==> src/rtl/merge_2_pkg.sv <==
// merge_2 shared types: default widths, FSM state, source ID.
// Imported by merge_2 and rr_arb2.
package merge_2_pkg;

  localparam int DATA_W_DEF = 11;
  localparam int CTRL_W_DEF = 1;

  typedef enum logic {
    IDLE = 1'b0,
    HOLD = 1'b1
  } state_t;

  typedef enum logic {
    SRC_IN1 = 1'b0,
    SRC_IN2 = 1'b1
  } src_t;

endpackage

==> src/rtl/rr_arb2.sv <==
// rr_arb2: 2-way round-robin arbiter, pointer moves to loser.
// Ports: clk, reset (sync, high), req[1:0], en -> grant[1:0].
import merge_2_pkg::*;

module rr_arb2 (
  input  logic       clk,
  input  logic       reset,
  input  logic [1:0] req,
  input  logic       en,
  output logic [1:0] grant
);

  // ptr=0: in1 has priority, ptr=1: in2 has priority
  logic ptr;

  always_comb begin
    grant = 2'b00;
    if (en) begin
      unique case (1'b1)
        (req == 2'b11): grant = ptr ? 2'b10 : 2'b01;
        (req == 2'b01): grant = 2'b01;
        (req == 2'b10): grant = 2'b10;
        default:        grant = 2'b00;
      endcase
    end
  end

  always_ff @(posedge clk) begin
    if (reset) begin
      ptr <= 1'b0;
    end else if (|grant) begin
      ptr <= grant[0];
    end
  end

endmodule

==> src/rtl/merge_2.sv <==
// merge_2: merges two valid/ready inputs into one output plus
// a source-ID control channel (enabled by MERGE_2_CTRL_EN).
// Ports: clk, reset (sync, high), in1_*/in2_* inputs,
// out_* merged output, ctrl_* source-ID output channel.
import merge_2_pkg::*;

module merge_2 #(
  parameter int DATA_W = DATA_W_DEF,
  parameter int CTRL_W = CTRL_W_DEF
) (
  input  logic              clk,
  input  logic              reset,
  input  logic [DATA_W-1:0] in1_data,
  input  logic              in1_valid,
  output logic              in1_ready,
  input  logic [DATA_W-1:0] in2_data,
  input  logic              in2_valid,
  output logic              in2_ready,
  output logic [DATA_W-1:0] out_data,
  output logic              out_valid,
  input  logic              out_ready,
  output logic [CTRL_W-1:0] ctrl_data,
  output logic              ctrl_valid,
  input  logic              ctrl_ready
);

`ifdef MERGE_2_CTRL_EN
  localparam logic CTRL_ON = 1'b1;
`else
  localparam logic CTRL_ON = 1'b0;
`endif

  state_t            state;
  logic              dv;
  logic              cv;
  logic [DATA_W-1:0] dreg;
  src_t              src;
  logic [1:0]        req;
  logic [1:0]        grant;
  logic              en;
  logic              ohs;
  logic              chs;
  logic              dv_n;
  logic              cv_n;

  assign req = {in2_valid, in1_valid};
  assign en  = (state == IDLE) && !reset;

  rr_arb2 u_arb (
    .clk   (clk),
    .reset (reset),
    .req   (req),
    .en    (en),
    .grant (grant)
  );

  assign in1_ready = grant[0];
  assign in2_ready = grant[1];

  assign ohs = dv & out_ready;
`ifdef MERGE_2_CTRL_EN
  assign chs = cv & ctrl_ready;
`else
  logic unused_ctrl;
  assign chs = 1'b0;
  assign unused_ctrl = ^{ctrl_ready, src};
`endif
  assign dv_n = dv & ~ohs;
  assign cv_n = cv & ~chs;

  always_ff @(posedge clk) begin
    if (reset) begin
      state <= IDLE;
      dv    <= 1'b0;
      cv    <= 1'b0;
      dreg  <= '0;
      src   <= SRC_IN1;
    end else begin
      unique case (state)
        IDLE: begin
          if (|grant) begin
            state <= HOLD;
            dv    <= 1'b1;
            cv    <= CTRL_ON;
            dreg  <= grant[1] ? in2_data : in1_data;
            src   <= grant[1] ? SRC_IN2 : SRC_IN1;
          end
        end
        HOLD: begin
          dv <= dv_n;
          cv <= cv_n;
          if (!dv_n && !cv_n) state <= IDLE;
        end
        default: state <= IDLE;
      endcase
    end
  end

  // reset masks outputs at once so a held packet never completes
  assign out_valid = dv & ~reset;
  assign out_data  = reset ? '0 : dreg;
`ifdef MERGE_2_CTRL_EN
  assign ctrl_valid = cv & ~reset;
  assign ctrl_data  = reset ? '0 : CTRL_W'(src);
`else
  assign ctrl_valid = 1'b0;
  assign ctrl_data  = '0;
`endif

endmodule

==> config.mk <==
export PLATFORM = sky130hd
export DESIGN_NAME = merge_2
export DESIGN_NICKNAME = d
export VERILOG_FILES = /design/src/rtl/merge_2_pkg.sv /design/src/rtl/rr_arb2.sv /design/src/rtl/merge_2.sv
export SDC_FILE = /design/constraint.sdc
export NUM_CORES = 1
export LEC_CHECK = 0
export ABC_AREA = 1
export CORE_MARGIN = 5
export CORE_UTILIZATION = 39
export DETAILED_ROUTE_END_ITERATION = 16
export PLACE_DENSITY = 0.9
export SYNTH_ARGS = -nofsm -noshare
export SYNTH_HDL_FRONTEND = slang
export SYNTH_SLANG_ARGS = --single-unit
==> constraint.sdc <==
create_clock -name clk -period 1.1 [get_ports clk]
set_input_delay 0.22 -clock clk [delete_from_list [all_inputs] [get_ports clk]]
set_output_delay 0.22 -clock clk [all_outputs]
set_load 0.005 [all_outputs]
==> metrics.txt <==
status finished, violations left; failing checks negative setup slack; Vias 1048; CP endpoint kind output port; Max Root-Sink Buffers 2; Die Wd 57.2 µm; vias per std cell 4.48; Worst-Skew Late Latency 280 ps; mapped cell area 870 µm²; FMAX 800 MHz; top cell type by total area after synthesis dfxtp_1; top post-synthesis cells by area dfxtp_1 (32%), inv_1 (18%), nand2_1 (16%); post-synth top area share 32.2%; Power per Cell Area 967 nW/µm²; Setup WS post-layout -150 ps; synth unique cells 17; critical path arrival 1030 ps; Ports 44; final wirelength 2700 µm; n_diodes 0; gr ovfl total 0; CTS Buf Count 3; Port-buffer cells 40; largest net degree at the start of global routing 13; HPWL Detailed 1770 µm; Leak 0.845 nW; H-tree depth 1; DRT antenna net count 0; die height 57.2 µm; share of cells above drive strength 1 40.8%; CP required 880 ps; first-pass GRT wire length 4180 µm; predominant post-synthesis flop cell dfxtp_1; Layout Skew 5.21 ps; post-synthesis instance total 143; max-cap violations 0; register area share after synthesis 32.2%; vias in the first global route 976; GPL Wtd Cong 0.687; Synth Register Bits 14; Starting Density 40.1%; Worst setup SP type flip-flop; nets@finish 235; antenna violations before repair 0; post-route minimum period 1250 ps; residual DRC count 0; Tcrit/Tclk final 114%; VDD IR max 0.000952 V; TritonRoute pass-1 iters 4; Commonest cells post-synth inv_1 (41), nand2_1 (36), dfxtp_1 (14); Hold/Removal Path Class primary input to flip-flop; critical path type flip-flop to output port; Total Routing Usage GR 16.0%; Reg clk slew, reported paths 80 ps; Post-synth ARST share 0%; Worst Path Max Fanout 2; CTS tree done; average wire per standard cell 11.5 µm; syn_area_per_cell 6.08 µm²; Fin Setup TNS -525 ps; synth warn 0; total core area 2170 µm²; final hold vios 0; RSZ-0062 raised after global routing yes; DP Worst Slack -738 ps; CTS sink count 14; top-count cell post-synth inv_1; fillers 196; Post-synth EDFFs 0; CTS root buf clkbuf_4; Die ar. 3270 µm²; initial DRC count 15; final setup vio count 8; floorplan row count 17; Area Overhead vs Synth 74.7%; max-slew violation count 0
through the flow:
| stage | util (%) | std cells | power (W) | cell area, µm² | hold slack [ps] |
|---|---|---|---|---|---|
| floorplan | - | 144 | 0.000795 | 873 | 321 |
| global placement | 64.2 | 223 | 0.00103 | 1390 | 476 |
| detailed placement | 64.2 | 223 | 0.00104 | 1390 | 509 |
| CTS | 66.8 | 231 | 0.00142 | 1450 | 364 |
| global route | 70.0 | 234 | 0.00155 | 1520 | 405 |
| finish | 70.0 | 234 | 0.00147 | 1520 | 375 |
cell type report:
class	instances	area (µm²)	share of cell area [%]
Tap cell	28	35.0	2.31
Inverter	42	158	10.4
Multi-Input combinational cell	79	452	29.7
Clock buffer	4	36.3	2.39
Sequential cell	14	290	19.1
Timing Repair Buffer	66	541	35.6
Timing Repair inverter	1	7.51	0.494
worst paths after layout:
check                  from        end  slack, ps  depth (start not counted)
setup / recovery  u_arb.ptr  in1_ready       -150                          4
hold / removal        reset  u_arb.ptr        370                          4
setup reg to reg      state    dreg[6]        -60                          6
hold reg to reg   u_arb.ptr  u_arb.ptr        520                          2
power breakdown:
group	internal [W]	switching (W)
sequential	0.000570	0.0000235
combinational	0.000263	0.000239
clock	0.000201	0.000171
repair_timing:
item,CTS,global route
cloned,1,0
buffers inserted,8,3
endpoints found under the setup margin,27,25
gates resized for setup,85,21
hold buffers,0,0
pin swaps,5,10
state kept, by name, summed over array words and instances, names as in the netlist:
signal     flops
dv             1
u_arb.ptr      1
state          1
dreg          11
worst max-delay path: stages (launching register included):
cell	delay [ps]
dfxtp_2	340
inv_2	40
o211ai_1	190
inv_1	60
buf_2	120
cells in the final DEF (no fill, tap or decap), types with 3 or more instances in the layout:
master / instances
inv_1: 35
buf_4: 20
nand3_1: 6
nor2_2: 9
nand4_1: 11
buf_2: 15
dfxtp_1: 6
nor2_4: 3
inv_2: 7
clkdlybuf4s50_1: 23
clkbuf_4: 3
buf_6: 6
nand2_1: 33
dfxtp_2: 8
nand2_2: 3
nand3_2: 6
routing by layer:
layer / up-vias / global-route usage [%] / share of wire, %
li1: 548 / - / -
met1: 467 / 17.7 / 40
met2: 31 / 30.0 / 53
met3: 2 / 4.98 / 6.3
met4: 0 / 2.98 / 0.37
met5: - / 0 / 0
kinds of logic after synthesis:
group,Yosys count,synth area share (%)
simple gates,71,37.0
buf+inv,51,25.6
flops,14,32.2
compound gates,6,4.75
other cells,1,0.431
Power figures use the tool's default switching activity.
